===== src/rtl/tpu_control_unit.sv =====
// Command sequencer for the weight-stationary TPU tile: decodes one GEMM command and
// strobes the B/A/C buffer reads and D writeback addresses for tpu_core.
module tpu_control_unit #(
  parameter int unsigned ADDR_WIDTH           = 10,
  parameter int unsigned SYSTOLIC_ARRAY_WIDTH = 16,
  parameter int unsigned C_DELAY              = 2 * SYSTOLIC_ARRAY_WIDTH
) (
  input  logic                                    clk,
  input  logic                                    rst,
  input  logic                                    cmd_valid,
  input  logic [63:0]                             cmd_data,
  output logic                                    cmd_ready,
  output logic                                    busy,
  output logic                                    done_irq,
  output logic [ADDR_WIDTH-1:0]                   ctrl_rd_addr_a,
  output logic                                    ctrl_rd_en_a,
  output logic                                    ctrl_a_valid,
  output logic                                    ctrl_a_switch,
  output logic                                    ctrl_psum_valid,
  output logic [ADDR_WIDTH-1:0]                   ctrl_rd_addr_b,
  output logic                                    ctrl_rd_en_b,
  output logic                                    ctrl_b_accept_w,
  output logic [$clog2(SYSTOLIC_ARRAY_WIDTH)-1:0] ctrl_b_weight_index,
  output logic [ADDR_WIDTH-1:0]                   ctrl_rd_addr_c,
  output logic                                    ctrl_rd_en_c,
  output logic                                    ctrl_c_valid,
  output logic [2:0]                              ctrl_vpu_mode,
  input  logic                                    core_writeback_valid,
  output logic [ADDR_WIDTH-1:0]                   ctrl_wr_addr_d,
  output logic [SYSTOLIC_ARRAY_WIDTH-1:0]         ctrl_row_mask,
  output logic [SYSTOLIC_ARRAY_WIDTH-1:0]         ctrl_col_mask
);

  localparam int unsigned AW = ADDR_WIDTH;
  localparam int unsigned W  = SYSTOLIC_ARRAY_WIDTH;
  localparam int unsigned IW = $clog2(W);
  localparam int unsigned BW = $clog2(W + 1);
  localparam int unsigned SW = $clog2(256 + C_DELAY);

  typedef enum logic [1:0] {IDLE, LOAD_B, STREAM, WAIT_WB} state_e;

  state_e          state_q, state_d;
  logic [BW-1:0]   b_cnt_q, b_cnt_d;
  logic [SW-1:0]   s_cnt_q, s_cnt_d;
  logic [7:0]      wb_cnt_q, wb_cnt_d;
  logic [7:0]      len_m_q, len_m_d;
  logic [AW-1:0]   addr_a_q, addr_a_d, addr_b_q, addr_b_d;
  logic [AW-1:0]   addr_c_q, addr_c_d, addr_d_q, addr_d_d;
  logic [W-1:0]    row_mask_q, row_mask_d, col_mask_q, col_mask_d;
  logic            busy_q, busy_d, done_q, done_d;
  logic [2:0]      vpu_mode_q, vpu_mode_d;
  logic            rd_en_a_q, rd_en_a_d, a_valid_q, a_valid_d;
  logic            a_switch_q, a_switch_d, psum_valid_q, psum_valid_d;
  logic [AW-1:0]   rd_addr_a_q, rd_addr_a_d, rd_addr_b_q, rd_addr_b_d;
  logic [AW-1:0]   rd_addr_c_q, rd_addr_c_d;
  logic            rd_en_b_q, rd_en_b_d, accept_w_q, accept_w_d;
  logic [IW-1:0]   rd_idx_b_q, rd_idx_b_d, widx_q, widx_d;
  logic            rd_en_c_q, rd_en_c_d, c_valid_q, c_valid_d;
  logic [SW-1:0]   s_last;

  // Last stream step is the C read of row len_m-1.
  assign s_last = SW'(len_m_q) + SW'(C_DELAY) - SW'(1);

  always_ff @(posedge clk) begin
    if (rst) begin
      state_q      <= IDLE;
      b_cnt_q      <= '0;
      s_cnt_q      <= '0;
      wb_cnt_q     <= '0;
      len_m_q      <= '0;
      addr_a_q     <= '0;
      addr_b_q     <= '0;
      addr_c_q     <= '0;
      addr_d_q     <= '0;
      row_mask_q   <= '0;
      col_mask_q   <= '0;
      busy_q       <= 1'b0;
      done_q       <= 1'b0;
      vpu_mode_q   <= '0;
      rd_en_a_q    <= 1'b0;
      a_valid_q    <= 1'b0;
      a_switch_q   <= 1'b0;
      psum_valid_q <= 1'b0;
      rd_addr_a_q  <= '0;
      rd_addr_b_q  <= '0;
      rd_addr_c_q  <= '0;
      rd_en_b_q    <= 1'b0;
      accept_w_q   <= 1'b0;
      rd_idx_b_q   <= '0;
      widx_q       <= '0;
      rd_en_c_q    <= 1'b0;
      c_valid_q    <= 1'b0;
    end else begin
      state_q      <= state_d;
      b_cnt_q      <= b_cnt_d;
      s_cnt_q      <= s_cnt_d;
      wb_cnt_q     <= wb_cnt_d;
      len_m_q      <= len_m_d;
      addr_a_q     <= addr_a_d;
      addr_b_q     <= addr_b_d;
      addr_c_q     <= addr_c_d;
      addr_d_q     <= addr_d_d;
      row_mask_q   <= row_mask_d;
      col_mask_q   <= col_mask_d;
      busy_q       <= busy_d;
      done_q       <= done_d;
      vpu_mode_q   <= vpu_mode_d;
      rd_en_a_q    <= rd_en_a_d;
      a_valid_q    <= a_valid_d;
      a_switch_q   <= a_switch_d;
      psum_valid_q <= psum_valid_d;
      rd_addr_a_q  <= rd_addr_a_d;
      rd_addr_b_q  <= rd_addr_b_d;
      rd_addr_c_q  <= rd_addr_c_d;
      rd_en_b_q    <= rd_en_b_d;
      accept_w_q   <= accept_w_d;
      rd_idx_b_q   <= rd_idx_b_d;
      widx_q       <= widx_d;
      rd_en_c_q    <= rd_en_c_d;
      c_valid_q    <= c_valid_d;
    end
  end

  always_comb begin
    state_d      = state_q;
    b_cnt_d      = b_cnt_q;
    s_cnt_d      = s_cnt_q;
    wb_cnt_d     = wb_cnt_q;
    len_m_d      = len_m_q;
    addr_a_d     = addr_a_q;
    addr_b_d     = addr_b_q;
    addr_c_d     = addr_c_q;
    addr_d_d     = addr_d_q;
    row_mask_d   = row_mask_q;
    col_mask_d   = col_mask_q;
    done_d       = 1'b0;
    rd_en_a_d    = 1'b0;
    rd_en_b_d    = 1'b0;
    rd_en_c_d    = 1'b0;
    rd_addr_a_d  = rd_addr_a_q;
    rd_addr_b_d  = rd_addr_b_q;
    rd_addr_c_d  = rd_addr_c_q;
    rd_idx_b_d   = rd_idx_b_q;
    // Data-side strobes trail their reads by the one-cycle buffer latency.
    accept_w_d   = rd_en_b_q;
    widx_d       = rd_en_b_q ? rd_idx_b_q : widx_q;
    a_valid_d    = rd_en_a_q;
    psum_valid_d = rd_en_a_q;
    a_switch_d   = rd_en_a_q & ~a_valid_q;
    c_valid_d    = rd_en_c_q;

    if (state_q != IDLE && core_writeback_valid) begin
      wb_cnt_d = wb_cnt_q + 8'd1;
    end

    case (state_q)
      IDLE: begin
        if (cmd_valid) begin
          len_m_d  = cmd_data[7:0];
          addr_a_d = cmd_data[24 +: AW];
          addr_b_d = cmd_data[24 + AW +: AW];
          addr_c_d = cmd_data[24 + 2 * AW +: AW];
          addr_d_d = cmd_data[24 + 3 * AW +: AW];
          for (int i = 0; i < int'(W); i++) begin
            row_mask_d[i] = 8'(i) < cmd_data[15:8];
            col_mask_d[i] = 8'(i) < cmd_data[23:16];
          end
          b_cnt_d  = '0;
          s_cnt_d  = '0;
          wb_cnt_d = '0;
          if (cmd_data[7:0] == 8'd0) begin
            done_d = 1'b1;
          end else begin
            state_d = LOAD_B;
          end
        end
      end
      LOAD_B: begin
        // W reads, then one spare cycle before the A stream starts.
        if (b_cnt_q < BW'(W)) begin
          rd_en_b_d   = 1'b1;
          rd_addr_b_d = addr_b_q + AW'(b_cnt_q);
          rd_idx_b_d  = IW'(b_cnt_q);
          b_cnt_d     = b_cnt_q + BW'(1);
        end else begin
          state_d = STREAM;
        end
      end
      STREAM: begin
        if (s_cnt_q < SW'(len_m_q)) begin
          rd_en_a_d   = 1'b1;
          rd_addr_a_d = addr_a_q + AW'(s_cnt_q);
        end
        if (s_cnt_q >= SW'(C_DELAY)) begin
          rd_en_c_d   = 1'b1;
          rd_addr_c_d = addr_c_q + AW'(s_cnt_q - SW'(C_DELAY));
        end
        if (s_cnt_q == s_last) begin
          state_d = WAIT_WB;
        end else begin
          s_cnt_d = s_cnt_q + SW'(1);
        end
      end
      WAIT_WB: begin
        if ({1'b0, wb_cnt_q} + 9'(core_writeback_valid) >= {1'b0, len_m_q}) begin
          state_d = IDLE;
          done_d  = 1'b1;
        end
      end
      default: state_d = IDLE;
    endcase

    busy_d     = (state_d != IDLE);
    vpu_mode_d = busy_d ? 3'd1 : 3'd0;
  end

  assign cmd_ready           = (state_q == IDLE);
  assign ctrl_wr_addr_d      = addr_d_q + AW'(wb_cnt_q);
  assign busy                = busy_q;
  assign done_irq            = done_q;
  assign ctrl_rd_addr_a      = rd_addr_a_q;
  assign ctrl_rd_en_a        = rd_en_a_q;
  assign ctrl_a_valid        = a_valid_q;
  assign ctrl_a_switch       = a_switch_q;
  assign ctrl_psum_valid     = psum_valid_q;
  assign ctrl_rd_addr_b      = rd_addr_b_q;
  assign ctrl_rd_en_b        = rd_en_b_q;
  assign ctrl_b_accept_w     = accept_w_q;
  assign ctrl_b_weight_index = widx_q;
  assign ctrl_rd_addr_c      = rd_addr_c_q;
  assign ctrl_rd_en_c        = rd_en_c_q;
  assign ctrl_c_valid        = c_valid_q;
  assign ctrl_vpu_mode       = vpu_mode_q;
  assign ctrl_row_mask       = row_mask_q;
  assign ctrl_col_mask       = col_mask_q;

endmodule


===== config.mk =====
export PLATFORM = sky130hd
export DESIGN_NAME = tpu_control_unit
export DESIGN_NICKNAME = d
export VERILOG_FILES = /design/src/rtl/tpu_control_unit.sv
export SDC_FILE = /design/constraint.sdc
export NUM_CORES = 1
export LEC_CHECK = 0
export ABC_AREA = 1
export BUFFER_PORTS_ARGS = -buffer_cell sky130_fd_sc_hd__buf_4
export CAP_MARGIN = 20
export CORE_MARGIN = 1
export CORE_UTILIZATION = 50
export CTS_BUF_LIST = sky130_fd_sc_hd__clkbuf_16
export DETAILED_ROUTE_END_ITERATION = 10
export PLACE_DENSITY_LB_ADDON = 0.08
export SLEW_MARGIN = 20
export SYNTH_ARGS = -nofsm -noshare
export SYNTH_HDL_FRONTEND = slang
export SYNTH_SLANG_ARGS = --single-unit
export TNS_END_PERCENT = 30

===== constraint.sdc =====
create_clock -name clk -period 2.31 [get_ports clk]
set_input_delay 0.462 -clock clk [delete_from_list [all_inputs] [get_ports clk]]
set_output_delay 0.462 -clock clk [all_outputs]
set_load 0.05 [all_outputs]

==> impl_results.md, run 1 <==
- Status: complete, but fails checks
- Failing checks: setup timing
- DP Area: 9652 µm²
- Routability cong.: 0.8780
- Crit end category: primary output
- Comb pwr share: 19.9%
- Critical Path RT: 1850 ps
- Core area: 15430 µm²
- DRT met1 WL: 9392 µm
- Fmax: 374.4 MHz
- CP startpoint kind: flop
- Switch Pwr: 2121 µW
- Routed wl met2: 9853 µm
- Drt pass-1 iters: 5
- Via count: 7612
- Crit Path Class: reg -> out
- Distinct cells, synth: 44
- Die Span Y: 128.4 µm
- Top Metal Used: met4
- VDD IR max: 551.4 µV
- Yosys reg bits: 151
- Nets@finish: 1411
- Worst hold path class: in -> reg
- Sequential share of the synthesized area: 37.82%
- YS warnings: 0
- First-pass GRT wire length: 34090 µm
- CTS Sinks: 151
- Most frequent cells after synthesis: nand2_1 (215), dfxtp_1 (151), inv_1 (119)
- Synth Area in Adders: 11.33%
- Ant. Diodes: 0
- Starting density of the core: 51.81%
- Largest family of logic cells by synthesized area: simple AND/OR/NAND/NOR gates
- Pwr/cell area: 666.5 nW/µm²
- Fin. Hold Viols: 0
- Slew margin rel.: 63.84%
- Syn avg cell area: 7.346 µm²
- Simple-gate share of the synthesized area: 25.05%
- Routed WL per cell: 14.06 µm
- P_leak: 0.005020 µW
- TritonCTS clock tree: yes
- RSZ-0062 raised after global routing: yes
- Via density: 5.088
- Post-DRT Antenna Nets: 0
- HPWL Detailed: 15740 µm
- WL met3: 1473 µm
- Initial detailed-routing violation count: 498
- Post-synthesis mux area share: 0%
- Largest net degree at the start of global routing: 56
- Compound-Gate Fraction of Synth Area: 12.95%
- Final Cycle Share: 115.6%
- Ys async rst share: 0%
- Row cnt: 45
- Clock share of power: 38.7%
- Initial antenna violation count: 0
- Final worst slack: -361.1 ps
- Clk slew on worst S/H paths: 60 ps
- Worst Path Max Fanout: 2
- Worst Path Arrival: 2210 ps
- CTS root buffer: clkbuf_16
- Die area: 16500 µm²
- Top_reg_cell synth: dfxtp_1
- Sequential Power Share: 41.5%
- Mapped Cells: 1088
- I/O pins: 158
- Layout Skew: 7.789 ps
- Die width: 128.4 µm
- Worst-Margin Slew: 542.4 ps
- Share of the synthesized area in the top cell type: 37.82%
- Congestion Overflow GR: 0
- Max-slew violations: 0
- Routed WL: 21040 µm
- Tot GR Track Use: 26.22%
- Cell internal pwr: 4812 µW
- Final instance area: 10400 µm²
- Drc violations: 0
- Vias in the first global route: 7184
- Xor and xnor fraction of the mapped netlist area: 4.712%
- Max_cap viols: 0
- Dominant cell type by area after synthesis: dfxtp_1
- Insertion delay to the later sink of the worst-skew pair: 430 ps
- Share of layout cells above drive strength 1: 22.49%
- Switching share of power: 30.60%
- Placed insts: 1463
- Synthesized area: 7993 µm²
- Post-layout min period: 2671 ps
- Buffer depth of the longest clock path: 2
- Final std cells w/o fill: 1496
- Cts bufs inserted: 17
- Ranking of synthesized cells by area: dfxtp_1 (38%), ha_1 (10%), nand2_1 (10%), o21ai_0 (5.8%), inv_1 (5.6%)
- Post-synth EDFFs: 0
- Number of setup violations in the final report: 7
- H-tree Lvls: 4
- Port bufs: 155
- Post-CTS Hold Fix Bufs: 0
- Most common cell in the synthesized netlist: nand2_1
- P&R area growth vs syn: 30.15%
[flip-flops by register name, summed over array words and instances (netlist names), 2 cells and up]
signal	flops
ctrl_rd_addr_c	10
ctrl_row_mask	16
s_cnt_q	9
addr_c_q	10
ctrl_rd_addr_a	10
addr_d_q	10
ctrl_b_weight_index	4
addr_b_q	10
ctrl_rd_addr_b	10
wb_cnt_q	8
ctrl_col_mask	16
rd_idx_b_q	4
len_m_q	8
addr_a_q	10
state_q	2
b_cnt_q	5
[layout by cell type, fill, tap and decap left out, types with 3 or more instances in the layout]
cell and count:
nand3_1 87, dfxtp_1 143, inv_2 10, o21ai_0 87, nand4_1 12, nor3b_1 5
ha_4 7, o221ai_1 3, nor3_1 12, inv_1 120, o211ai_1 7, clkinv_4 3
a211oi_1 5, ha_1 58, nor4_1 3, a31oi_1 4, a21oi_1 63, xnor2_1 7
xor2_1 34, clkinv_2 3, o21ai_1 7, nor2_2 5, nand2_1 212, clkbuf_16 17
nand2_2 4, buf_6 3, buf_4 198, nor3_2 4, dfxtp_2 8, a21oi_2 5
nor2_1 111
[power groups by stage]
| stage | registers [µW] | clock network (µW) | logic, µW |
|---|---|---|---|
| after floorplan | 3210 | 0 | 610 |
| after global placement | 2920 | 0 | 1350 |
| after detailed placement | 2920 | 0 | 1360 |
| after CTS | 2870 | 2730 | 1370 |
| after global routing | 2890 | 2840 | 1500 |
| final | 2880 | 2680 | 1380 |
[worst max-delay path, cell delays in order, from the launching register on]
cell	delay, ps
dfxtp_2	360
ha_4	140
inv_2	40
fa_2	340
o21ai_2	140
nand2_1	70
nand2_1	70
a21oi_2	60
nor2_1	80
nor2_1	50
nor2_1	120
nor2_1	50
nand2_1	60
nand2_2	50
buf_8	150
[final timing paths]
check | slack [ps] | endpoint | start | cells past startpoint
setup / recovery | -360 | ctrl_wr_addr_d[8] | addr_d_q[0] | 14
hold / removal | 220 | addr_d_q[9] | cmd_data[63] | 3
setup reg to reg | 50 | busy | wb_cnt_q[0] | 17
hold reg to reg | 420 | ctrl_c_valid | ctrl_rd_en_c | 2
[area by class of cell]
cell class,count,area (µm²)
fillers,1379,5025
multi-input cells,772,4491
flip-flops and latches,151,3033
repair buffers,204,1575
inverters,127,476.7
clock buffers,17,425.4
well taps,211,264.0
clock inverters,14,137.6
[metrics by stage]
| stage | setup WS (ps) | power, µW | hold slack [ps] | utilization (%) | setup TNS (ps) |
|---|---|---|---|---|---|
| after CTS | -366.6 | 6968 | 209.4 | 66.64 | -1487 |
| after floorplan | -172.9 | 3818 | 449.6 | - | -527.2 |
| after detailed placement | -153.6 | 4282 | 413.0 | 62.56 | -572.6 |
| after global placement | -120.7 | 4272 | 415.3 | 62.56 | -335.0 |
| after global routing | -488.8 | 7233 | 214.9 | 67.43 | -2645 |
| final | -361.1 | 6933 | 222.6 | 67.43 | -1340 |
[cell families (layout without fill, tap and decap cells)]
logic type	after synthesis	after routing
fa+ha+maj	70	70
other cells	1	2
xor+xnor	43	43
compound gates	191	191
flops	151	151
simple gates	466	466
buf+inv	166	362
[layer usage]
layer  vias up  track usage [%]
met2       198            44.74
li1       3949                -
met5         -                0
met3        27            8.274
met1      3438            31.74
met4         0            7.266
[timing repair]
action | CTS | global route
setup endpoints to repair | 9 | 16
pin swaps | 2 | 5
resized for setup | 19 | 23
buffers inserted | 1 | 1
No activity file was read; power rests on OpenSTA's default activity.
==> run 2: changes to the inputs <==
--- a/config.mk
+++ b/config.mk
@@ -13,6 +13,7 @@
 export CTS_BUF_LIST = sky130_fd_sc_hd__clkbuf_16
 export DETAILED_ROUTE_END_ITERATION = 10
 export PLACE_DENSITY_LB_ADDON = 0.08
+export REMOVE_ABC_BUFFERS = 1
 export SLEW_MARGIN = 20
 export SYNTH_ARGS = -nofsm -noshare
 export SYNTH_HDL_FRONTEND = slang
==> impl_results.md, run 2 (synthesis gave the netlist of run 1 again) <==
- RSZ-0062 raised after global routing: yes
- P&R area growth vs syn: 31.03%
- Switching share of power: 29.54% (-1.1 points)
- Starting density of the core: 51.81% (unchanged)
- Drc violations: 0 (unchanged)
- First-pass GRT wire length: 33260 µm (-2.4%)
- H-tree Lvls: 4 (unchanged)
- Routed WL per cell: 13.47 µm (-4.2%)
- CP startpoint kind: flop
- HPWL Detailed: 14740 µm (-6.3%)
- Ant. Diodes: 0 (unchanged)
- Nets@finish: 1412 (+0.071%)
- Status: complete, but fails checks
- Port bufs: 155 (unchanged)
- Crit end category: primary output
- Share of layout cells above drive strength 1: 22.61% (+0.12 points)
- Insertion delay to the later sink of the worst-skew pair: 430 ps (about the same)
- Cts bufs inserted: 17 (unchanged)
- Post-CTS Hold Fix Bufs: 0 (unchanged)
- Tot GR Track Use: 25.31% (-0.91 points)
- Failing checks: setup timing
- Initial antenna violation count: 0 (unchanged)
- Most common cell after layout, fill and taps aside: nand2_1
- Clock share of power: 42.0% (+3.3 points)
- Congestion Overflow GR: 0 (unchanged)
- CTS root buffer: clkbuf_16
- Routed WL: 20180 µm (-4.1%)
- Worst-Margin Slew: 676.5 ps (+134.1 ps)
- Die Span Y: 128.4 µm (unchanged)
- Worst hold path class: in -> reg
- I/O pins: 158 (unchanged)
- Buffer depth of the longest clock path: 2 (unchanged)
- Drt pass-1 iters: 5 (unchanged)
- Max-slew violations: 0 (unchanged)
- Core area: 15430 µm² (unchanged)
- Worst Path Max Fanout: 4 (+2)
- Pre-CTS WS: -150.8 ps (+2.729 ps)
- Clk slew on worst S/H paths: 60 ps (about the same)
- Slew margin rel.: 54.48% (-9.4 points)
- Fin. Hold Viols: 0 (unchanged)
- Post-DRT Antenna Nets: 0 (unchanged)
- P_leak: 0.005031 µW (+0.21%)
- Via density: 5.110 (+0.43%)
- Switch Pwr: 2158 µW (+1.7%)
- Worst Path Arrival: 2290 ps (+80 ps)
- Worst hold margin: 220.4 ps (-2.221 ps)
- Largest net degree at the start of global routing: 36 (-36%)
- Post-layout util: 67.88% (+0.45 points)
- Vias in the first global route: 7151 (-0.46%)
- Die area: 16500 µm² (unchanged)
- Max_cap viols: 0 (unchanged)
- Most frequent cells in the layout: nand2_1 (214), buf_4 (202), dfxtp_1 (144)
- Cell internal pwr: 5149 µW (+7.0%)
- Post-layout min period: 2747 ps (+76.21 ps)
- Sequential Power Share: 39.3% (-2.2 points)
- Pwr/cell area: 697.7 nW/µm² (+4.7%)
- Critical Path RT: 1850 ps (about the same)
- Crit Path Class: reg -> out
- VDD IR max: 562.1 µV (+1.9%)
- CTS Sinks: 151 (unchanged)
- Layout Skew: 10.20 ps (+2.415 ps)
- Final worst slack: -437.3 ps (-76.22 ps)
- Final Cycle Share: 118.9% (+3.3 points)
- Row cnt: 45 (unchanged)
- Die width: 128.4 µm (unchanged)
- Most used cell, CP: nand2_1
- CP max stage delay: 310 ps (-50 ps)
- Via count: 7655 (+0.56%)
- TritonCTS clock tree: yes
- Comb pwr share: 18.7% (-1.2 points)
- Crit path cell chain: buf_4, ha_1, nand2_1, o21ai_1, nand2_1, nand2_1, nand2_1, a21oi_1, o21ai_1, nand2_1, nand2_1, nand2_1, buf_6
- Critical path's slowest cell: dfxtp_1
- Initial detailed-routing violation count: 325 (-35%)
- Routability cong.: 0.8522 (-2.9%)
- Fmax: 364.0 MHz (-2.8%)
- Number of setup violations in the final report: 8 (+1)
==> run 2: final cells by class <==
| type | instances | area [µm²] |
|---|---|---|
| tap | 211 | 264.0 |
| multi-input combinational | 772 | 4488 |
| clock buffer | 17 | 425.4 |
| timing repair buffer | 205 | 1559 |
| sequential | 151 | 3034 |
| inverter | 127 | 476.7 |
| fill | 1379 | 4955 |
| clock inverter | 15 | 225.2 |
==> run 2: critical path, delay by kind of cell (launching register included) <==
| kind | cells | cell delay (ps) |
|---|---|---|
| adder cells (fa/ha/maj) | 1 | 270 |
| buffers and inverters | 2 | 310 |
| flip-flops | 1 | 310 |
| AO/OA/AOI/OAI | 3 | 500 |
| AND/OR/NAND/NOR | 7 | 470 |
==> run 2: per-layer routing <==
| layer | part of all wire, % | routed length (µm) | track usage, % | vias to the layer above |
|---|---|---|---|---|
| li1 | - | - | - | 3947 |
| met4 | 2.1 | 433 | 9.343 | 0 |
| met2 | 47 | 9577 | 42.32 | 196 |
| met1 | 45 | 9082 | 31.26 | 3477 |
| met3 | 5.4 | 1090 | 6.694 | 35 |
| met5 | 0 | 0 | 0 | - |
==> run 2: power groups by stage <==
stage          registers, µW  clock network (µW)  logic [µW]
6_report                2870                3070        1360
5_1_grt                 2890                3240        1490
4_1_cts                 2870                3110        1360
3_5_place_dp            2920                   0        1350
3_3_place_gp            2920                   0        1340
2_1_floorplan           3210                   0         575
==> run 2: worst paths after layout <==
check               start                 to  slack (ps)  cells after the start
max           wb_cnt_q[1]  ctrl_wr_addr_d[7]        -440                     13
min          cmd_data[57]        addr_d_q[3]         220                      3
max reg2reg   wb_cnt_q[0]               busy          20                     18
min reg2reg  ctrl_rd_en_c       ctrl_c_valid         430                      2
==> run 2: what timing repair did <==
action | CTS | global route
hold endpoints to repair | 0 | 0
resized for setup | 15 | 28
gates cloned | 0 | 0
buffers inserted | 2 | 2
setup endpoints to repair | 11 | 17
pin swaps | 3 | 9
==> run 2: through the flow <==
step	instance area [µm²]	TNS, ps	total power (µW)	std cells
6_report	10470	-2082	7307	1498
5_1_grt	10470	-3314	7621	1498
4_1_cts	10330	-1951	7338	1496
3_5_place_dp	9622	-617.6	4269	1462
3_3_place_gp	9622	-273.8	4260	1462
2_1_floorplan	7826	-119880	3790	1050
==> run 3: changes to the inputs <==
--- a/config.mk
+++ b/config.mk
@@ -9,7 +9,7 @@
 export BUFFER_PORTS_ARGS = -buffer_cell sky130_fd_sc_hd__buf_4
 export CAP_MARGIN = 20
 export CORE_MARGIN = 1
-export CORE_UTILIZATION = 50
+export CORE_UTILIZATION = 55
 export CTS_BUF_LIST = sky130_fd_sc_hd__clkbuf_16
 export DETAILED_ROUTE_END_ITERATION = 10
 export PLACE_DENSITY_LB_ADDON = 0.08
==> constraint.sdc (replaced) <==
create_clock -name clk -period 2.7 [get_ports clk]
set_input_delay 0.54 -clock clk [delete_from_list [all_inputs] [get_ports clk]]
set_output_delay 0.54 -clock clk [all_outputs]
set_load 0.05 [all_outputs]
==> impl_results.md, run 3 (synthesis gave the netlist of run 1 again) <==
- Hold path start: cmd_data[63]
- Slew margin rel.: 62.69% (+8.2 points)
- Die area: 15020 µm² (-9.0%)
- TritonCTS clock tree: yes
- Nets@finish: 1384 (-2.0%)
- Tot GR Track Use: 27.08% (+1.8 points)
- Congestion Overflow GR: 0 (unchanged)
- Worst Path Arrival: 2250 ps (-40 ps)
- Drt pass-1 iters: 5 (unchanged)
- Placed insts: 1406 (-3.8%)
- Final std cells w/o fill: 1438 (-4.0%)
- Fmax: 358.1 MHz
- Most common cell after layout, fill and taps aside: nand2_1
- Endpoint of the worst hold path: addr_d_q[9]
- Starting density of the core: 56.92% (+5.1 points)
- Most frequent cells in the layout: nand2_1 (214), buf_4 (174), dfxtp_1 (148)
- H-tree Lvls: 4 (unchanged)
- I/O pins: 158 (unchanged)
- Critical path's slowest cell: dfxtp_2
- Post-layout util: 71.59% (+3.7 points)
- Largest net degree at the start of global routing: 33 (-8.3%)
- Worst Reg-to-Reg Cells: 10 (-8)
- Switching share of power: 29.53% (about the same)
- Final worst slack: -92.60 ps (+344.7 ps)
- Hold Crit Depth: 3 (unchanged)
- Routability cong.: 0.9020 (+5.8%)
- Final Cycle Share: 103.4%
- DP Area: 9383 µm² (-2.5%)
- Initial detailed-routing violation count: 400 (+23%)
- Pwr/cell area: 604.3 nW/µm² (-13%)
- Reg area: 3027 µm² (-0.25%)
- Worst-Margin Slew: 554.6 ps (-122.0 ps)
- Vias in the first global route: 7026 (-1.7%)
- Drc violations: 0 (unchanged)
- Row cnt: 43 (-4.4%)
- RSZ-0062 raised after global routing: yes
- Crit Path Class: reg -> out
- CP max stage delay: 350 ps (+40 ps)
- Die width: 122.6 µm (-4.6%)
- Status: complete, but fails checks
- CTS Sinks: 151 (unchanged)
- Post-DRT Antenna Nets: 0 (unchanged)
- CTS root buffer: clkbuf_16
- Worst hold path class: in -> reg
- Final Power: 6075 µW (-17%)
- Worst Path Max Fanout: 2 (-2)
- Routed WL per cell: 13.62 µm (+1.0%)
- Comb pwr share: 18.9% (+0.2 points)
- Reg2Reg Setup Slack: 340 ps (+320 ps)
- Clk slew on worst S/H paths: 60 ps (about the same)
- CP bufs+invs: 2 (unchanged)
- Critical Path RT: 2160 ps (+310 ps)
- Crit path max-delay family: simple AND/OR/NAND/NOR gates
- Sum Neg Setup Slack: -198.0 ps (+1884 ps)
- HPWL Detailed: 14220 µm (-3.6%)
- Cts bufs inserted: 17 (unchanged)
- Number of setup violations in the final report: 3 (-5)
- Die Span Y: 122.6 µm (-4.6%)
- Via density: 5.227 (+2.3%)
- VDD IR max: 471.8 µV (-16%)
- Layout Skew: 7.062 ps (-3.142 ps)
- Switch Pwr: 1794 µW (-17%)
- Max-slew violations: 0 (unchanged)
- Final instance area: 10050 µm² (-4.0%)
- CP startpoint kind: flop
- Buffer depth of the longest clock path: 2 (unchanged)
- Initial antenna violation count: 0 (unchanged)
- First-pass GRT wire length: 31850 µm (-4.2%)
- Failing checks: setup timing
- Routed WL: 19580 µm (-3.0%)
- Share of layout cells above drive strength 1: 19.16% (-3.5 points)
- Fillers: 1210 (-12%)
- Sequential Power Share: 40.4% (+1.1 points)
- P_leak: 0.004888 µW (-2.8%)
- P&R area growth vs syn: 25.78%
- Core area: 14040 µm² (-9.0%)
- Crit path cell chain: ha_4, inv_2, fa_2, o21ai_2, nand2_1, nand2_1, a21oi_2, nor2_1, nor2_1, nor2_1, nor2_1, nand2_1, nand2_1, buf_6
- Cell internal pwr: 4281 µW (-17%)
- Via count: 7517 (-1.8%)
- Insertion delay to the later sink of the worst-skew pair: 430 ps (about the same)
- Fin. Hold Viols: 0 (unchanged)
- Area of the multi-input gates: 4375 µm² (-2.5%)
- Max_cap viols: 0 (unchanged)
- Post-CTS Hold Fix Bufs: 0 (unchanged)
- Port bufs: 155 (unchanged)
- Ant. Diodes: 0 (unchanged)
- Clock share of power: 40.6% (-1.4 points)
- Worst reg2reg endpoint: ctrl_rd_addr_a[8]
- Post-layout min period: 2793 ps
- Worst reg2reg startpoint: s_cnt_q[0]
- Crit end category: primary output
-- run 3: changes by cell type in the layout (fill, tap and decap cells not counted), moves of 2 or more --
cell / delta
buf_4: -28
dfxtp_2: -3
clkinvlp_4: -2
ha_4: -5
dfxtp_1: +4
inv_1: +3
a21oi_1: +2
o21ai_1: -3
a21oi_2: -2
o21ai_0: +4
ha_1: +6
-- run 3: area by class of cell --
type                    instances  area share, %
inverters                     127          4.742
clock inverters                14          1.829
clock buffers                  17          4.231
well taps                     180          2.240
multi-input cells             772          43.52
repair buffers                177          13.33
flip-flops and latches        151          30.11
-- run 3: worst max path at each step --
stage,from,end,slack (ps),cells after the start
2_1_floorplan,state_q[0],ctrl_col_mask[10],-1790,6
3_3_place_gp,wb_cnt_q[0],ctrl_wr_addr_d[8],140,14
3_5_place_dp,wb_cnt_q[0],ctrl_wr_addr_d[8],110,14
4_1_cts,wb_cnt_q[0],ctrl_wr_addr_d[8],-110,14
5_1_grt,wb_cnt_q[0],ctrl_wr_addr_d[8],-240,14
6_report,wb_cnt_q[0],ctrl_wr_addr_d[8],-90,14
-- run 3: power by group through the flow --
stage | registers (µW) | logic (µW) | clock network [µW]
6_report | 2460 | 1150 | 2470
5_1_grt | 2470 | 1260 | 2600
4_1_cts | 2450 | 1150 | 2510
3_5_place_dp | 2500 | 1140 | 0
3_3_place_gp | 2500 | 1130 | 0
2_1_floorplan | 2750 | 492 | 0
-- run 3: timing repair --
action                     in CTS  in global routing
pin swaps                       3                  3
setup endpoints to repair       5                  4
setup buffers                   1                  0
hold endpoints to repair        0                  0
gates resized for setup        14                  3
-- run 3: per-layer routing --
metal	wire length, µm	track usage, %
met1	8670	31.64
met2	9210	45.86
met3	1316	8.504
met4	380	10.82
met5	0	0
-- run 3: through the flow --
step,hold slack [ps],worst slack [ps]
after floorplan,449.6,-1789
after global placement,411.6,140.7
after detailed placement,416.5,112.8
after CTS,280.0,-108.2
after global routing,288.5,-243.7
final,297.1,-92.60
-- run 3: worst min-delay path: stages --
cell and delay, ps:
buf_4 70, nand2_1 40, nand2_1 40
